<file path="config.mk">
export PLATFORM = sky130hd
export DESIGN_NAME = ssp_uart_tx_chan
export DESIGN_NICKNAME = d
export VERILOG_FILES = /design/src/rtl/ssp_uart_pkg.sv /design/src/rtl/ssp_uart_fifo.sv /design/src/rtl/ssp_uart_tx_chan.sv
export SDC_FILE = /design/constraint.sdc
export NUM_CORES = 1
export LEC_CHECK = 0
export ABC_AREA = 1
export ABC_CLOCK_PERIOD_IN_PS = 4700
export CORE_MARGIN = 2
export CORE_UTILIZATION = 45
export DETAILED_ROUTE_END_ITERATION = 10
export HOLD_SLACK_MARGIN = 0.02
export PLACE_DENSITY = 0.74
export SLEW_MARGIN = 25
export SYNTH_ARGS = -nofsm -noshare
export SYNTH_HDL_FRONTEND = slang
export SYNTH_HIERARCHICAL = 1
export SYNTH_SLANG_ARGS = --single-unit
</file>
<file path="constraint.sdc">
create_clock -name Clk -period 4.7 [get_ports Clk]
set_clock_uncertainty 0.2 [all_clocks]
set_input_delay 0.705 -clock Clk [delete_from_list [all_inputs] [get_ports Clk]]
set_output_delay 0.705 -clock Clk [all_outputs]
set_load 0.02 [all_outputs]
</file>
<file path="src/rtl/ssp_uart_pkg.sv">
// Shared types and constants for the SSP UART channels.
//   tx_state_t : transmit FSM state encoding
//   PAR_*      : encoding of the 2-bit Parity control input
package ssp_uart_pkg;

    typedef enum logic [2:0] {
        ST_IDLE   = 3'd0,
        ST_START  = 3'd1,
        ST_DATA   = 3'd2,
        ST_PARITY = 3'd3,
        ST_STOP   = 3'd4,
        ST_GUARD  = 3'd5
    } tx_state_t;

    localparam logic [1:0] PAR_NONE = 2'b00;
    localparam logic [1:0] PAR_ODD  = 2'b01;
    localparam logic [1:0] PAR_EVEN = 2'b10;
    localparam logic [1:0] PAR_MARK = 2'b11;

endpackage

</file>
<file path="src/rtl/ssp_uart_fifo.sv">
// Synchronous FIFO of 2**pTF_Depth entries (pTF_Depth = 0 gives a single
// holding register). A write while full is accepted only if a pop happens in
// the same cycle; otherwise it is dropped (the caller flags overrun).
//   Clk, Rst    : clock, asynchronous active-low reset (flushes pointers)
//   wr_en_i     : write strobe,  wr_data_i : write data
//   rd_en_i     : pop strobe (ignored while empty), rd_data_o : head entry
//   cnt_o       : occupancy 0..2**pTF_Depth, full_o / empty_o : status
module ssp_uart_fifo #(
    parameter int pDataW    = 8,
    parameter int pTF_Depth = 4
) (
    input  logic                 Clk,
    input  logic                 Rst,
    input  logic                 wr_en_i,
    input  logic [pDataW-1:0]    wr_data_i,
    input  logic                 rd_en_i,
    output logic [pDataW-1:0]    rd_data_o,
    output logic [pTF_Depth:0]   cnt_o,
    output logic                 full_o,
    output logic                 empty_o
);

    localparam int DEPTH = 1 << pTF_Depth;
    // Pointers need at least one bit; at depth 1 they simply stay at zero.
    localparam int PW    = (pTF_Depth > 0) ? pTF_Depth : 1;
    localparam int CW    = pTF_Depth + 1;
    localparam logic [PW-1:0] LAST_PTR = PW'(DEPTH - 1);
    localparam logic [CW-1:0] FULL_CNT = CW'(DEPTH);

    logic [pDataW-1:0] mem_q [1 << PW];
    logic [PW-1:0]     wr_ptr_q, wr_ptr_d;
    logic [PW-1:0]     rd_ptr_q, rd_ptr_d;
    logic [CW-1:0]     cnt_q, cnt_d;
    logic              full_s, empty_s, push_s, pop_s;

    function automatic logic [PW-1:0] ptr_inc(input logic [PW-1:0] p);
        logic [PW-1:0] r;
        if (p == LAST_PTR) begin
            r = {PW{1'b0}};
        end else begin
            r = p + PW'(1);
        end
        return r;
    endfunction

    assign full_s  = (cnt_q == FULL_CNT);
    assign empty_s = (cnt_q == {CW{1'b0}});
    assign pop_s   = rd_en_i & ~empty_s;
    // A pop in the same cycle frees the slot the write needs.
    assign push_s  = wr_en_i & (~full_s | pop_s);

    // Next-state for pointers and occupancy.
    always_comb begin
        wr_ptr_d = wr_ptr_q;
        rd_ptr_d = rd_ptr_q;
        cnt_d    = cnt_q;
        if (push_s) begin
            wr_ptr_d = ptr_inc(wr_ptr_q);
        end else begin
            wr_ptr_d = wr_ptr_q;
        end
        if (pop_s) begin
            rd_ptr_d = ptr_inc(rd_ptr_q);
        end else begin
            rd_ptr_d = rd_ptr_q;
        end
        case ({push_s, pop_s})
            2'b10:   cnt_d = cnt_q + CW'(1);
            2'b01:   cnt_d = cnt_q - CW'(1);
            default: cnt_d = cnt_q;
        endcase
    end

    // Pointer and occupancy registers.
    always_ff @(posedge Clk or negedge Rst) begin
        if (!Rst) begin
            wr_ptr_q <= {PW{1'b0}};
            rd_ptr_q <= {PW{1'b0}};
            cnt_q    <= {CW{1'b0}};
        end else begin
            wr_ptr_q <= wr_ptr_d;
            rd_ptr_q <= rd_ptr_d;
            cnt_q    <= cnt_d;
        end
    end

    // Storage array; contents need no reset since the pointers define validity.
    always_ff @(posedge Clk) begin
        if (push_s) begin
            mem_q[wr_ptr_q] <= wr_data_i;
        end
    end

    assign rd_data_o = mem_q[rd_ptr_q];
    assign cnt_o     = cnt_q;
    assign full_o    = full_s;
    assign empty_o   = empty_s;

endmodule

</file>
<file path="src/rtl/ssp_uart_tx_chan.sv">
// UART transmit channel: Tx FIFO plus serialiser with selectable parity,
// 1/2 stop bits, CTS flow control and RS-485 drive-enable guard time.
//   Clk, Rst (async active-low), WE/DI : FIFO write port
//   BaudDiv : bit time = BaudDiv+1 clocks; Parity/Stop2/Mode485 : frame format
//   CTSEn/xCTS : flow control, checked only before a frame starts
//   IE/ClrErr  : empty-interrupt enable, overrun clear
//   TxD, xDE, Full, FCnt, Ovr, TxIdle, IRQ : line and status outputs
module ssp_uart_tx_chan
    import ssp_uart_pkg::*;
#(
    parameter int pDataW    = 8,
    parameter int pTF_Depth = 4,
    parameter int pBaudW    = 16
) (
    input  logic                 Clk,
    input  logic                 Rst,
    input  logic                 WE,
    input  logic [pDataW-1:0]    DI,
    input  logic [pBaudW-1:0]    BaudDiv,
    input  logic [1:0]           Parity,
    input  logic                 Stop2,
    input  logic                 CTSEn,
    input  logic                 xCTS,
    input  logic                 Mode485,
    input  logic                 IE,
    input  logic                 ClrErr,
    output logic                 TxD,
    output logic                 xDE,
    output logic                 Full,
    output logic [pTF_Depth:0]   FCnt,
    output logic                 Ovr,
    output logic                 TxIdle,
    output logic                 IRQ
);

    localparam int BCW = 4;
    localparam logic [BCW-1:0] LAST_BIT = BCW'(pDataW - 1);

    tx_state_t           state_q, state_d;
    logic [pBaudW-1:0]   timer_q, timer_d;
    logic [pBaudW-1:0]   baud_q, baud_d;
    logic [BCW-1:0]      bitcnt_q, bitcnt_d;
    logic [pDataW-1:0]   shreg_q, shreg_d;
    logic [1:0]          par_mode_q, par_mode_d;
    logic                par_bit_q, par_bit_d;
    logic                stop2_q, stop2_d;
    logic                m485_q, m485_d;
    logic                txd_q, txd_d;
    logic                xde_q, xde_d;
    logic                ovr_q, ovr_d;
    logic                irq_q, irq_d;

    logic                pop_s, start_s, can_start_s, bit_end_s, drop_s;
    logic [pDataW-1:0]   head_s;
    logic                full_s, empty_s;

    function automatic logic calc_parity(input logic [pDataW-1:0] d,
                                         input logic [1:0] mode);
        logic r;
        case (mode)
            PAR_ODD:  r = ~(^d);
            PAR_EVEN: r = ^d;
            PAR_MARK: r = 1'b1;
            default:  r = 1'b0;
        endcase
        return r;
    endfunction

    ssp_uart_fifo #(
        .pDataW    (pDataW),
        .pTF_Depth (pTF_Depth)
    ) u_fifo (
        .Clk       (Clk),
        .Rst       (Rst),
        .wr_en_i   (WE),
        .wr_data_i (DI),
        .rd_en_i   (pop_s),
        .rd_data_o (head_s),
        .cnt_o     (FCnt),
        .full_o    (full_s),
        .empty_o   (empty_s)
    );

    assign can_start_s = ~empty_s & (~CTSEn | ~xCTS);
    assign bit_end_s   = (timer_q == {pBaudW{1'b0}});
    // Matches the FIFO accept rule: a write while full survives only with a pop.
    assign drop_s      = WE & full_s & ~pop_s;

    // FSM next-state, bit timing and line drive.
    always_comb begin
        state_d    = state_q;
        timer_d    = timer_q;
        baud_d     = baud_q;
        bitcnt_d   = bitcnt_q;
        shreg_d    = shreg_q;
        par_mode_d = par_mode_q;
        par_bit_d  = par_bit_q;
        stop2_d    = stop2_q;
        m485_d     = m485_q;
        txd_d      = txd_q;
        xde_d      = xde_q;
        start_s    = 1'b0;
        pop_s      = 1'b0;

        case (state_q)
            ST_IDLE: begin
                txd_d   = 1'b1;
                xde_d   = 1'b0;
                start_s = can_start_s;
            end
            ST_START: begin
                if (bit_end_s) begin
                    state_d  = ST_DATA;
                    timer_d  = baud_q;
                    bitcnt_d = {BCW{1'b0}};
                    txd_d    = shreg_q[0];
                    shreg_d  = {1'b0, shreg_q[pDataW-1:1]};
                end else begin
                    timer_d = timer_q - pBaudW'(1);
                end
            end
            ST_DATA: begin
                if (bit_end_s) begin
                    timer_d = baud_q;
                    if (bitcnt_q == LAST_BIT) begin
                        if (par_mode_q != PAR_NONE) begin
                            state_d = ST_PARITY;
                            txd_d   = par_bit_q;
                        end else begin
                            state_d  = ST_STOP;
                            txd_d    = 1'b1;
                            bitcnt_d = {BCW{1'b0}};
                        end
                    end else begin
                        bitcnt_d = bitcnt_q + BCW'(1);
                        txd_d    = shreg_q[0];
                        shreg_d  = {1'b0, shreg_q[pDataW-1:1]};
                    end
                end else begin
                    timer_d = timer_q - pBaudW'(1);
                end
            end
            ST_PARITY: begin
                if (bit_end_s) begin
                    state_d  = ST_STOP;
                    timer_d  = baud_q;
                    txd_d    = 1'b1;
                    bitcnt_d = {BCW{1'b0}};
                end else begin
                    timer_d = timer_q - pBaudW'(1);
                end
            end
            ST_STOP: begin
                // bitcnt counts stop bits already sent.
                if (bit_end_s) begin
                    if (stop2_q && (bitcnt_q == {BCW{1'b0}})) begin
                        bitcnt_d = BCW'(1);
                        timer_d  = baud_q;
                    end else if (m485_q) begin
                        state_d = ST_GUARD;
                        timer_d = baud_q;
                        txd_d   = 1'b1;
                        xde_d   = 1'b1;
                    end else begin
                        // Chain straight into the next start bit when possible.
                        state_d = ST_IDLE;
                        xde_d   = 1'b0;
                        start_s = can_start_s;
                    end
                end else begin
                    timer_d = timer_q - pBaudW'(1);
                end
            end
            ST_GUARD: begin
                if (bit_end_s) begin
                    state_d = ST_IDLE;
                    xde_d   = 1'b0;
                    start_s = can_start_s;
                end else begin
                    timer_d = timer_q - pBaudW'(1);
                end
            end
            default: begin
                state_d = ST_IDLE;
                txd_d   = 1'b1;
                xde_d   = 1'b0;
            end
        endcase

        // Frame start: pop the head and latch the format for the whole frame.
        if (start_s) begin
            pop_s      = 1'b1;
            state_d    = ST_START;
            shreg_d    = head_s;
            txd_d      = 1'b0;
            xde_d      = Mode485;
            timer_d    = BaudDiv;
            baud_d     = BaudDiv;
            bitcnt_d   = {BCW{1'b0}};
            par_mode_d = Parity;
            par_bit_d  = calc_parity(head_s, Parity);
            stop2_d    = Stop2;
            m485_d     = Mode485;
        end else begin
            pop_s = 1'b0;
        end
    end

    // Sticky overrun (a new overrun beats a clear) and empty interrupt.
    always_comb begin
        irq_d = IE & empty_s;
        if (drop_s) begin
            ovr_d = 1'b1;
        end else if (ClrErr) begin
            ovr_d = 1'b0;
        end else begin
            ovr_d = ovr_q;
        end
    end

    // FSM, datapath and status registers.
    always_ff @(posedge Clk or negedge Rst) begin
        if (!Rst) begin
            state_q    <= ST_IDLE;
            timer_q    <= {pBaudW{1'b0}};
            baud_q     <= {pBaudW{1'b0}};
            bitcnt_q   <= {BCW{1'b0}};
            shreg_q    <= {pDataW{1'b0}};
            par_mode_q <= PAR_NONE;
            par_bit_q  <= 1'b0;
            stop2_q    <= 1'b0;
            m485_q     <= 1'b0;
            txd_q      <= 1'b1;
            xde_q      <= 1'b0;
            ovr_q      <= 1'b0;
            irq_q      <= 1'b0;
        end else begin
            state_q    <= state_d;
            timer_q    <= timer_d;
            baud_q     <= baud_d;
            bitcnt_q   <= bitcnt_d;
            shreg_q    <= shreg_d;
            par_mode_q <= par_mode_d;
            par_bit_q  <= par_bit_d;
            stop2_q    <= stop2_d;
            m485_q     <= m485_d;
            txd_q      <= txd_d;
            xde_q      <= xde_d;
            ovr_q      <= ovr_d;
            irq_q      <= irq_d;
        end
    end

    assign TxD    = txd_q;
    assign xDE    = xde_q;
    assign Full   = full_s;
    assign Ovr    = ovr_q;
    assign IRQ    = irq_q;
    assign TxIdle = (state_q == ST_IDLE) & empty_s;

endmodule

</file>
==> flow_summary.yaml <==
setup_path:
  slowest_stage: "clkinv_2"
  required_ns: 4.82
  crit_buf_inv: 1
  crit_chain: "clkinv_2 > o21ai_0 > o211ai_1 > nand3_1 > nand3_1 > xnor2_1 > xnor2_1 > or2_2 > nand3_1 > nand2_1 > nand2_1 > nand2_1"
  end_kind: "flop"
  crit_type: "reg2reg"
  crit_path_max_fanout: 66
  start_kind: "flop"
  slowest_delay_ns: 0.62
  crit_arrival_ns: 3.30
  path_delay_family: "simple AND/OR/NAND/NOR gates"
final_layout:
  nFillCells: 1872
  area_growth_pct: 12.3
  final_area_sq_um: 10500
  regArea_sq_um: 5570
  drive_above_1_share: 0.0650
  nets: 1066
  antenna_cells: 0
  fin_cells: 1300
  multi_input_area_sq_um: 3270
die:
  die_h_um: 148
  start_util: 0.461
  fp.coreArea_sq_um: 20300
  io-pin-count: 46
  die_w_um: 148
  rows: 52
  design.die.area_sq_um: 21900
route:
  vias: 6924
  drtIter0Drc: 702
  drt-total-wl_mm: 21.3
  first_pass_iters: 7
  wire_per_inst_um: 16.4
  drc_errors: 0
  viasPerCell: 5.33
  ant_nets: 0
global_routing:
  antenna_found_initial: 0
  grt_use_total: 0.199
  grt_overflow_total: 0
  grt_pass1_wl_mm: 33.7
  grt.met2_usage: 0.338
  grt_most_used_layer: "met2"
  grt_max_degree: 70
  use_met3: 0.0368
  use_met1: 0.258
  grt_pass1_vias: 6664
synth:
  ys_seq_area_frac: 0.596
  synthesis.nets: 1033
  synth.distinct_cells: 36
  ys_warn_count: 6
  syn_avg_cell_area_sq_um: 9.48
  syn_inst: 986
  synthesis.area_sq_um: 9350
  ys_seq_elements: 197
clock_tree:
  cts_tree: "built"
  htree_levels: 4
  cts_buffer_depth: 2
  cts_resized: 0
  numCtsBuffers: 17
  post_cts_buffers: 0
  cts_sinks: 197
  clk_latency_ns: 0.44
  clockRootBuffer: "clkbuf_16"
  postCtsHoldBufs: 0
  path_clk_slew_ns: 0.07
timing:
  min_period_ns: 3.17
  fin_crit_sh: 0.676
  setup_viol: 0
  hold_ws_ns: 0.195
  rsz0062_at_grt: "no"
  relSlewSlack: 0.398
  hold_viol_final: 0
  slew_viol_final: 0
  tightest_slew_ns: 0.903
  fin_setup_tns_ns: 0
  fmax_mhz: 315
placed_design:
  gp_congestion: 0.867
  dp_cells: 1270
  io_buffer_count: 45
  placed_cell_area_sq_um: 9920
  dp_hpwl_mm: 13.9
power_and_ir_drop:
  power-per-cell-area_nw_per_um2: 319
  vdd_drop_max_uv: 253
  leakagePower_nw: 4.32
run:
  maxCapViolCount: 0
hold_path:
  hold_class: "in2async"
run_status:
  status: "complete, no violations"
-- synth_stat cells, drive strengths merged --
library cell	n	area [sq um]
o22ai	16	100
ha	11	138
clkinv	2	7.51
dfrtp	68	1700
xor2	12	105
fa	1	20.0
or2	3	18.8
nand4	6	37.5
a21oi	10	57.6
edfxtp	128	3840
o2111ai	1	8.76
nor2	149	579
nand3	70	365
dfstp	1	26.3
o211ai	19	143
clkbuf	8	30.0
buf	26	204
inv	71	267
and2	1	6.26
o21bai	1	18.8
nand2	267	1030
xnor2	10	87.6
o21ai	104	547
nand3b	1	7.51
-- registers in the layout (all words and copies together), names as in the netlist, 2 cells and up --
| name | cells |
|---|---|
| u_fifo/cnt_o | 5 |
| shreg_q | 8 |
| state_q | 3 |
| u_fifo/rd_ptr_q | 4 |
| bitcnt_q | 4 |
| u_fifo/mem_q | 128 |
| u_fifo/wr_ptr_q | 4 |
| baud_q | 16 |
| timer_q | 16 |
| par_mode_q | 2 |
-- cells in the final DEF, fill, tap and decap left out, drive strengths merged --
master         netlist  routed
nor2               149     149
nand3b               1       1
xor2                12      12
dfstp                1       1
ha                  11      11
and2                 1       1
nand3               70      70
xnor2               10      10
clkdlybuf4s50        0      44
clkinvlp             0       1
dfrtp               68      68
a21oi               10      10
edfxtp             128     128
or2                  3       3
nand2              267     267
buf                 26       4
clkinv               2       6
nand4                6       6
o21bai               1       1
bufinv               0       2
o211ai              19      19
o2111ai              1       1
o22ai               16      16
o21ai              104     104
inv                 71      76
clkbuf               8      18
fa                   1       1
-- stage by stage --
step                      power (mW)  utilization  worst slack, ns
after global routing            3.46        0.517             1.21
after global placement          1.96        0.489             1.32
after detailed placement        1.96        0.489             1.26
after floorplan                 1.89            -             1.72
final                           3.35        0.517             1.53
after CTS                       3.38        0.517             1.54
-- cell type report --
| cell class | count | share of cell area |
|---|---|---|
| sequential | 197 | 0.531 |
| multi-input combinational | 682 | 0.311 |
| timing repair buffer | 48 | 0.0448 |
| clock buffer | 18 | 0.0409 |
| tap | 270 | 0.0322 |
| inverter | 73 | 0.0262 |
| clock inverter | 12 | 0.0139 |
-- path summary, 6_finish.rpt --
check | from | endpoint | slack, ns | depth (start not counted)
min in group Clk | shreg_q[7] | shreg_q[7] | 0.28 | 2
hold / removal | Rst | baud_q[10] | 0.20 | 1
setup reg to reg | u_fifo/rd_ptr_q[0] | par_bit_q | 1.53 | 12
hold reg to reg | shreg_q[7] | shreg_q[7] | 0.28 | 2
setup / recovery | u_fifo/rd_ptr_q[0] | par_bit_q | 1.53 | 12
max in group asynchronous | Rst | u_fifo/rd_ptr_q[0] | 3.45 | 1
-- per-layer routing --
metal | wire [um] | up-vias
met5 | 0 | -
met4 | 348 | 0
met3 | 1370 | 29
met2 | 10500 | 238
met1 | 9090 | 3301
li1 | - | 3356
-- kinds of logic after synthesis --
family / synth area share
flops: 0.596
simple gates: 0.219
buf+inv: 0.0543
xor+xnor: 0.0206
fa+ha+maj: 0.0169
compound gates: 0.0936
-- power by group --
part	switching [mW]	internal, mW	total (mW)
Clock	0.643	0.791	1.43
Sequential	0.000286	1.85	1.85
Combinational	0.0431	0.0268	0.0700
Power figures use the tool's default switching activity.
